==> config.mk <==
export PLATFORM = sky130hd
export DESIGN_NAME = lfsr_cipher_ctrl_flat
export DESIGN_NICKNAME = d
export VERILOG_FILES = /design/src/rtl/lfsr_cipher_ctrl_if.sv /design/src/rtl/lfsr_cipher_ctrl.sv /design/src/flat_wrapper.sv
export SDC_FILE = /design/constraint.sdc
export NUM_CORES = 1
export LEC_CHECK = 0
export CAP_MARGIN = 0
export CORE_ASPECT_RATIO = 1.4
export CORE_UTILIZATION = 40
export CTS_CLUSTER_SIZE = 25
export DETAILED_ROUTE_END_ITERATION = 10
export PLACE_DENSITY = 0.84
export REMOVE_ABC_BUFFERS = 1
export SLEW_MARGIN = 20
export SYNTH_ARGS = -nofsm -noshare
export SYNTH_HDL_FRONTEND = slang
export SYNTH_SLANG_ARGS = --single-unit
==> constraint.sdc <==
create_clock -name clk -period 2.1 [get_ports clk]
set_input_delay 0.42 -clock clk [delete_from_list [all_inputs] [get_ports clk]]
set_output_delay 0.42 -clock clk [all_outputs]
set_load 0.1 [all_outputs]
==> src/rtl/lfsr_cipher_ctrl_if.sv <==
// lfsr_cipher_ctrl_if: job request, LFSR control and message/result RAM signals of the cipher sequencer
interface lfsr_cipher_ctrl_if #(parameter int AW = 6);
   logic          start;
   logic [7:0]    tap_i;
   logic [7:0]    seed_i;
   logic [AW-1:0] len_i;
   logic          lfsr_init;
   logic          lfsr_en;
   logic [7:0]    lfsr_tab;
   logic [7:0]    lfsr_init_state;
   logic [7:0]    lfsr_state;
   logic [AW-1:0] rd_addr;
   logic [7:0]    rd_data;
   logic          wr_en;
   logic [AW-1:0] wr_addr;
   logic [7:0]    wr_data;
   logic          busy;
   logic          done;
   modport master (
      input  start, tap_i, seed_i, len_i, lfsr_state, rd_data,
      output lfsr_init, lfsr_en, lfsr_tab, lfsr_init_state, rd_addr, wr_en, wr_addr, wr_data, busy, done
   );
   modport slave (
      output start, tap_i, seed_i, len_i, lfsr_state, rd_data,
      input  lfsr_init, lfsr_en, lfsr_tab, lfsr_init_state, rd_addr, wr_en, wr_addr, wr_data, busy, done
   );
endinterface

==> src/rtl/lfsr_cipher_ctrl.sv <==
// lfsr_cipher_ctrl: seeds an LFSR, discards warm-up states, then XORs a message buffer with the keystream
module lfsr_cipher_ctrl #(
   parameter int AW     = 6,
   parameter int WARMUP = 2
) (
   input  logic               clk,
   input  logic               rst_n,
   lfsr_cipher_ctrl_if.master bus
);
   localparam int WW = (WARMUP > 1) ? $clog2(WARMUP) : 1;
   localparam logic [WW-1:0] WLAST = WW'((WARMUP > 0) ? WARMUP - 1 : 0);
   typedef enum logic [2:0] {IDLE, LOAD, WARM, RD, WR, DONE} state_t;
   state_t        state_q, state_d;
   logic [AW-1:0] idx_q, idx_d, len_q, len_d;
   logic [7:0]    tap_q, tap_d, seed_q, seed_d;
   logic [WW-1:0] warm_q, warm_d;
   // State and job parameters; reset abandons any job in flight
   always_ff @(posedge clk or negedge rst_n) begin
      if (!rst_n) begin
         state_q <= IDLE;
         idx_q   <= '0;
         len_q   <= '0;
         tap_q   <= '0;
         seed_q  <= '0;
         warm_q  <= '0;
      end else begin
         state_q <= state_d;
         idx_q   <= idx_d;
         len_q   <= len_d;
         tap_q   <= tap_d;
         seed_q  <= seed_d;
         warm_q  <= warm_d;
      end
   end
   // Job sequencing: capture on start, load, warm up, then one RD/WR pair per byte
   always_comb begin
      state_d = state_q;
      idx_d   = idx_q;
      len_d   = len_q;
      tap_d   = tap_q;
      seed_d  = seed_q;
      warm_d  = warm_q;
      case (state_q)
         IDLE: if (bus.start) begin
            tap_d   = bus.tap_i;
            seed_d  = bus.seed_i;
            len_d   = bus.len_i;
            idx_d   = '0;
            warm_d  = '0;
            state_d = LOAD;
         end
         LOAD: state_d = (WARMUP > 0) ? WARM : ((len_q != '0) ? RD : DONE);
         WARM: begin
            warm_d = warm_q + 1'b1;
            if (warm_q == WLAST) state_d = (len_q != '0) ? RD : DONE;
         end
         RD:   state_d = WR;
         WR: begin
            idx_d   = idx_q + 1'b1;
            state_d = (idx_q + 1'b1 < len_q) ? RD : DONE;
         end
         DONE:    state_d = IDLE;
         default: state_d = IDLE;
      endcase
   end
   assign bus.lfsr_init       = state_q == LOAD;
   assign bus.lfsr_en         = (state_q == WARM) || (state_q == WR);
   assign bus.lfsr_tab        = tap_q;
   assign bus.lfsr_init_state = seed_q;
   assign bus.rd_addr         = idx_q;
   assign bus.wr_en           = state_q == WR;
   assign bus.wr_addr         = idx_q;
   assign bus.wr_data         = bus.rd_data ^ bus.lfsr_state;
   assign bus.busy            = state_q != IDLE;
   assign bus.done            = state_q == DONE;
endmodule
==> src/flat_wrapper.sv <==
// flat-port wrapper written by rule: the top's interface ports become plain ports
module lfsr_cipher_ctrl_flat 
#(
   parameter int AW     = 6,
   parameter int WARMUP = 2
)
  (clk, rst_n, bus_start, bus_tap_i, bus_seed_i, bus_len_i, bus_lfsr_state, bus_rd_data, bus_lfsr_init, bus_lfsr_en, bus_lfsr_tab, bus_lfsr_init_state, bus_rd_addr, bus_wr_en, bus_wr_addr, bus_wr_data, bus_busy, bus_done);
  lfsr_cipher_ctrl_if #(.AW(AW)) bus_i ();
  input  logic clk;
  input  logic rst_n;
  input wire logic [$bits(bus_i.start)-1:0] bus_start;
  input wire logic [$bits(bus_i.tap_i)-1:0] bus_tap_i;
  input wire logic [$bits(bus_i.seed_i)-1:0] bus_seed_i;
  input wire logic [$bits(bus_i.len_i)-1:0] bus_len_i;
  input wire logic [$bits(bus_i.lfsr_state)-1:0] bus_lfsr_state;
  input wire logic [$bits(bus_i.rd_data)-1:0] bus_rd_data;
  output wire logic [$bits(bus_i.lfsr_init)-1:0] bus_lfsr_init;
  output wire logic [$bits(bus_i.lfsr_en)-1:0] bus_lfsr_en;
  output wire logic [$bits(bus_i.lfsr_tab)-1:0] bus_lfsr_tab;
  output wire logic [$bits(bus_i.lfsr_init_state)-1:0] bus_lfsr_init_state;
  output wire logic [$bits(bus_i.rd_addr)-1:0] bus_rd_addr;
  output wire logic [$bits(bus_i.wr_en)-1:0] bus_wr_en;
  output wire logic [$bits(bus_i.wr_addr)-1:0] bus_wr_addr;
  output wire logic [$bits(bus_i.wr_data)-1:0] bus_wr_data;
  output wire logic [$bits(bus_i.busy)-1:0] bus_busy;
  output wire logic [$bits(bus_i.done)-1:0] bus_done;
  assign bus_i.start = bus_start;
  assign bus_i.tap_i = bus_tap_i;
  assign bus_i.seed_i = bus_seed_i;
  assign bus_i.len_i = bus_len_i;
  assign bus_i.lfsr_state = bus_lfsr_state;
  assign bus_i.rd_data = bus_rd_data;
  assign bus_lfsr_init = bus_i.lfsr_init;
  assign bus_lfsr_en = bus_i.lfsr_en;
  assign bus_lfsr_tab = bus_i.lfsr_tab;
  assign bus_lfsr_init_state = bus_i.lfsr_init_state;
  assign bus_rd_addr = bus_i.rd_addr;
  assign bus_wr_en = bus_i.wr_en;
  assign bus_wr_addr = bus_i.wr_addr;
  assign bus_wr_data = bus_i.wr_data;
  assign bus_busy = bus_i.busy;
  assign bus_done = bus_i.done;
  lfsr_cipher_ctrl #(.AW(AW), .WARMUP(WARMUP)) u_core (.clk(clk), .rst_n(rst_n), .bus(bus_i));
endmodule
==> Yosys cells after proc, flatten, opt, wreduce, memory -nomap -nowiden <==
Index checks and enable logic that the tools add are counted.
{ "word_totals": {"register_bits": 32, "in_bits": 41, "output_inout_bits": 41, "wordCells": 36} }
{ "op_classes": {"add_sub_neg": 2, "magnitude_cmp": 1, "n_eq_ne": 7, "n_mux": 9, "bitwise_logic": 1, "n_reduce_logical": 10} }
{ "op_table": {"columns": ["op", "n"], "rows": [
  ["case mux 3 bit (5 select lines)", 1],
  ["two-way mux 3 bit", 4],
  ["case mux 6 bit (2 select lines)", 1],
  ["AND reduction 2 bit", 4],
  ["XOR 8 bit", 1],
  ["adder 6 x 1 -> 6 bit, second input constant", 1],
  ["equality test 3 x 2 -> 1 bit, second input constant", 2],
  ["equality test 3 bit, second input constant", 2],
  ["< comparator 6 bit", 1],
  ["two-way mux 6 bit", 1],
  ["nonzero test 6 bit", 1],
  ["nonzero test 2 bit", 2],
  ["equality test 3 x 1 -> 1 bit, second input constant", 1],
  ["logical NOT 3 bit", 1],
  ["nonzero test 3 bit", 1],
  ["inequality test 2 x 1 -> 1 bit, second input constant", 1],
  ["inequality test 2 bit, second input constant", 1],
  ["case mux 1 bit (2 select lines)", 1],
  ["adder 1 bit, second input constant", 1],
  ["logical OR 1 bit", 1],
  ["two-way mux 1 bit", 1]
]} }

==> Depth between registers and ports, before layout <==
Gate-level depths: netlist (run 1).
{ "depth": {"depth_word": 4, "depth_mapped": 7} }

==> Least setup slack after synthesis (run 1) <==
Ideal clock, no wire load.
{ "synth_path": {"path_type": "register -> output", "start": "register u_core.state_q[2]", "end": "output port bus_lfsr_init", "arrival_ns": 2.775, "t_required_ns": 1.680, "path_slack_ns": -1.095, "stages_incl_launch_ff": 3, "path_buffers": 1, "cell_sequence": "dfrtp_1 clkbuf_1 nor3b_1"} }
{ "synth_via": {"elab_chain_cells": 1} }
{ "synth_lines": {"columns": ["item", "line_no", "rtl"], "rows": [
  ["start, declared", "lfsr_cipher_ctrl.sv:13", "state_t state_q, state_d;"],
  ["start signal, assigned", "lfsr_cipher_ctrl.sv:27", "state_q <= state_d;"],
  ["equality test 3 x 1 -> 1 bit", "lfsr_cipher_ctrl.sv:66", "assign bus.lfsr_init = state_q == LOAD;"],
  ["end, declared", "flat_wrapper.sv:17", "output wire logic [$bits(bus_i.lfsr_init)-1:0] bus_lfsr_init;"]
]} }
Every way passes these cells.

==> Final worst setup path (run 1) <==
{ "layout_path": {"start": "register u_core.idx_q[1] (netlist: u_core.bus.rd_addr[1])", "end": "register u_core.state_q[1]"} }
{ "layout_via": {"elab_chain_cells": 4} }
{ "layout_lines": {"columns": ["item", "line_no", "rtl"], "rows": [
  ["start, declared", "lfsr_cipher_ctrl.sv:14", "logic [AW-1:0] idx_q, idx_d, len_q, len_d;"],
  ["start signal, assigned", "lfsr_cipher_ctrl.sv:28", "idx_q <= idx_d;"],
  ["adder 6 x 1 -> 6 bit", "lfsr_cipher_ctrl.sv:60", "state_d = (idx_q + 1'b1 < len_q) ? RD : DONE;"],
  ["< comparator 6 bit", "lfsr_cipher_ctrl.sv:60", null],
  ["two-way mux 3 bit", "lfsr_cipher_ctrl.sv:60", null],
  ["case mux 3 bit (5 select lines)", "lfsr_cipher_ctrl.sv:43", "case (state_q)"]
]} }
Every way passes these cells.
A chain may end at the register's enable or synchronous reset.

==> metrics.log, run 1 <==
[metrics] final wirelength: 3470 µm
[metrics] clock buffer count from CTS: 5
[metrics] Seq cells post-synth: 32
[metrics] post-route clock skew: 0.00457 ns
[metrics] post-layout util: 68.1%
[metrics] Synth Area in Compound Gates: 7.89%
[metrics] top fanout value on the critical path: 6
[metrics] fin crit share: 94.8%
[metrics] buffer count from post-CTS setup fixing: 0
[metrics] die footprint: 0.00443 mm²
[metrics] count of antenna-violating nets left after detailed routing: 0
[metrics] post-synthesis cell type count: 35
[metrics] Max Clock Freq: 502 MHz
[metrics] root buffer selected by CTS: clkbuf_8
[metrics] diode count: 0
[metrics] fraction of synthesized cell area in xor and xnor cells: 6.32%
[metrics] number of setup violations in the final report: 0
[metrics] largest family of logic cells by synthesized area: multiplexers
[metrics] Buffers on Ports: 81
[metrics] synthesized area divided by synthesized cell count: 11.6 µm²
[metrics] total area of multi-input combinational cells: 741 µm²
[metrics] clock latency on the worst-skew pair: 0.28 ns
[metrics] TritonCTS clock tree: built
[metrics] sequential cell area fraction in the yosys report: 48.1%
[metrics] setup slack at placement: 0.0999 ns
[metrics] critical path required time: 2.26 ns
[metrics] hold path depth: 1
[metrics] number of hold buffers added after CTS: 0
[metrics] Post-Synthesis Cell Area: 0.00166 mm²
[metrics] effective utilization at floorplan: 42.1%
[metrics] worst setup path category: flop to flop
[metrics] number of fill cells in the layout: 289
[metrics] number of synthesis warnings: 0
[metrics] number of DRC markers in iteration 0: 23
[metrics] data arrival time of the worst path: 2.15 ns
[metrics] clock transition time at the flip-flop clock pins of the worst setup and hold paths: 0.07 ns
[metrics] core outline area: 0.00395 mm²
[metrics] area post-placement: 0.00256 mm²
[metrics] post-synthesis share of cell area spent on full adders, half adders and majority gates: 4.51%
[metrics] path depth of the worst reg2reg path: 7
[metrics] overflow left after global routing: 0
[metrics] area growth from synthesis to final layout: 61.7%
[metrics] endpoint type of the worst setup path: flop
[metrics] number of rows in the core area: 27
[metrics] quantity of gates resized following cts: 0
[metrics] die width: 56.5 µm
[metrics] crit path time final: 1.99 ns
[metrics] Slew @ Worst Pin: 0.459 ns
[metrics] WL per Instance: 12.8 µm
[metrics] count of flip-flops with a built-in enable after synthesis: 0
[metrics] launch instance of the worst register-to-register path: u_core.bus.rd_addr[1]
[metrics] final hold violation count: 0
[metrics] Chip Height: 78.3 µm
[metrics] hold path startpoint: u_core.bus.lfsr_init_state[6]
[metrics] number of cells produced by synthesis: 144
[metrics] number of clock sinks: 32
[metrics] via count: 1341
[metrics] Min-Delay Path Class: flop to flop
[metrics] number of I/O pins: 82
[metrics] Relative slew margins: 69.3%
[metrics] crit path from: u_core.bus.rd_addr[1]
[metrics] routed vias/inst: 4.95
[metrics] number of antenna violations at the first check in global routing: 0
[metrics] share of post-route cells with drive strength above 1: 32.0%
[metrics] setup repair after global routing missed its margin: no
[metrics] maxcap violations: 0
[metrics] sequential cell area: 802 µm²
[metrics] global-route wire length before repair: 5680 µm
[metrics] total global routing track utilization: 16.6%
[metrics] placer's final routability congestion estimate: 0.796
[metrics] Slew Limit Fails: 0
[metrics] maximum number of pins on one net before global-route repair: 33
[metrics] DRC errors left: 0
[metrics] HPWL after detailed placement: 2670 µm
[metrics] buffers from clock root to sink, at most: 2
[metrics] run status: finished clean
[metrics] final layout net count: 274
[metrics] via count of the first global-routing pass: 1287
[metrics] multiplexer share of the synthesized area: 13.8%
[metrics] Non-Filler Cell Area, Final: 0.00269 mm²
[metrics] Most used DFF post-synth: dfrtp_1
[metrics] post-synthesis share of cell area spent on and, or, nand and nor gates: 12.0%
[metrics] Setup WS post-layout: 0.110 ns
[metrics] share of synthesized flip-flops with an asynchronous set or reset: 100%
[metrics] critical path startpoint category: flop
[metrics] H-tree levels: 2
[metrics] Pre-antenna DRT Iters: 4
-- flip-flops by register name (all words and copies together) (netlist names) --
| signal | count |
|---|---|
| u_core.state_q | 3 |
| u_core.len_q | 6 |
| u_core.bus.lfsr_tab | 8 |
| u_core.bus.lfsr_init_state | 8 |
| u_core.warm_q | 1 |
| u_core.bus.rd_addr | 6 |
-- placed cells by master, fill, tap and decap left out, types with 2 or more instances in the layout --
cell	count
a21oi_1	4
ha_1	6
nand3_1	3
dfrtp_1	31
inv_1	6
buf_12	15
buf_4	32
xnor2_1	3
mux2_1	4
o21ai_0	12
clkdlybuf4s50_1	40
nand2b_1	3
nand2_1	19
mux2_4	10
nor2_1	2
clkbuf_8	7
mux2_2	3
xor2_1	9
-- worst paths after layout --
kind | endpoint | slack, ns
max | u_core.state_q[1] | 0.11
min | u_core.bus.lfsr_init_state[6] | 0.49
max reg2reg | u_core.state_q[1] | 0.11
min reg2reg | u_core.bus.lfsr_init_state[6] | 0.49
max in group asynchronous | u_core.bus.rd_addr[0] | 1.26
min in group asynchronous | u_core.bus.lfsr_init_state[0] | 0.54
-- cells in the mapped netlist, types with 2 or more instances --
| cell type | instances | area, µm² |
|---|---|---|
| buf_4 | 6 | 45.0 |
| a21oi_1 | 4 | 20.0 |
| mux2_2 | 3 | 33.8 |
| nand3_1 | 3 | 15.0 |
| xor2_1 | 9 | 78.8 |
| o21ai_0 | 12 | 60.1 |
| inv_1 | 7 | 26.3 |
| dfrtp_1 | 32 | 801 |
| buf_6 | 2 | 22.5 |
| xnor2_1 | 3 | 26.3 |
| mux2_4 | 10 | 150 |
| mux2_1 | 4 | 45.0 |
| ha_1 | 6 | 75.1 |
| nand2_1 | 19 | 71.3 |
| nor2_1 | 2 | 7.51 |
| nand2b_1 | 3 | 18.8 |
-- cell type report --
type	count	area share, %
Multi-Input combinational cell	94	27.5
Clock inverter	1	1.12
Inverter	7	0.977
Clock buffer	7	3.58
Tap cell	43	2.00
Timing Repair Buffer	87	35.0
Sequential cell	32	29.8
-- critical path, cell delays in order (launching register included) --
cell and delay, ns:
dfrtp_1 0.44, ha_1 0.21, nand3_1 0.10, xnor2_1 0.16
ha_1 0.30, nand4_1 0.09, o221a_2 0.29, a211o_1 0.29
-- layer usage --
metal	routed length (µm)	global-route usage, %	up-vias
li1	-	-	653
met1	1370	18.5	635
met2	1880	30.0	47
met3	156	3.62	6
met4	56	6.59	0
met5	0	0	-
-- logic make-up (layout without fill, tap and decap cells) --
kind of cell,Yosys count,after routing
multiplexers,17,17
flip-flops,32,32
AO/OA/AOI/OAI,22,22
XOR/XNOR,12,12
AND/OR/NAND/NOR,37,37
buffers and inverters,18,102
adder cells (fa/ha/maj),6,6
-- through the flow --
stage	TNS (ns)	hold WS (ns)	std cells
after floorplan	-6.80	0.124	133
after global placement	0	0.471	263
after detailed placement	0	0.481	263
after CTS	0	0.497	271
after global routing	0	0.514	271
final	0	0.491	271
Power of run 1 is not shown: default switching activity piles up to over one toggle a cycle in this logic, so the estimate is an artifact.
==> inputs of run 2 (changes only) <==
--- a/config.mk
+++ b/config.mk
@@ -10,6 +10,7 @@
 export CORE_UTILIZATION = 40
 export CTS_CLUSTER_SIZE = 25
 export DETAILED_ROUTE_END_ITERATION = 10
+export GPL_ROUTABILITY_DRIVEN = 0
 export PLACE_DENSITY = 0.84
 export REMOVE_ABC_BUFFERS = 1
 export SLEW_MARGIN = 20
==> results of run 2 <==
The final DEF is identical to that of run 1; final timing and power are the same.
Power of run 2 is left out for the same reason.
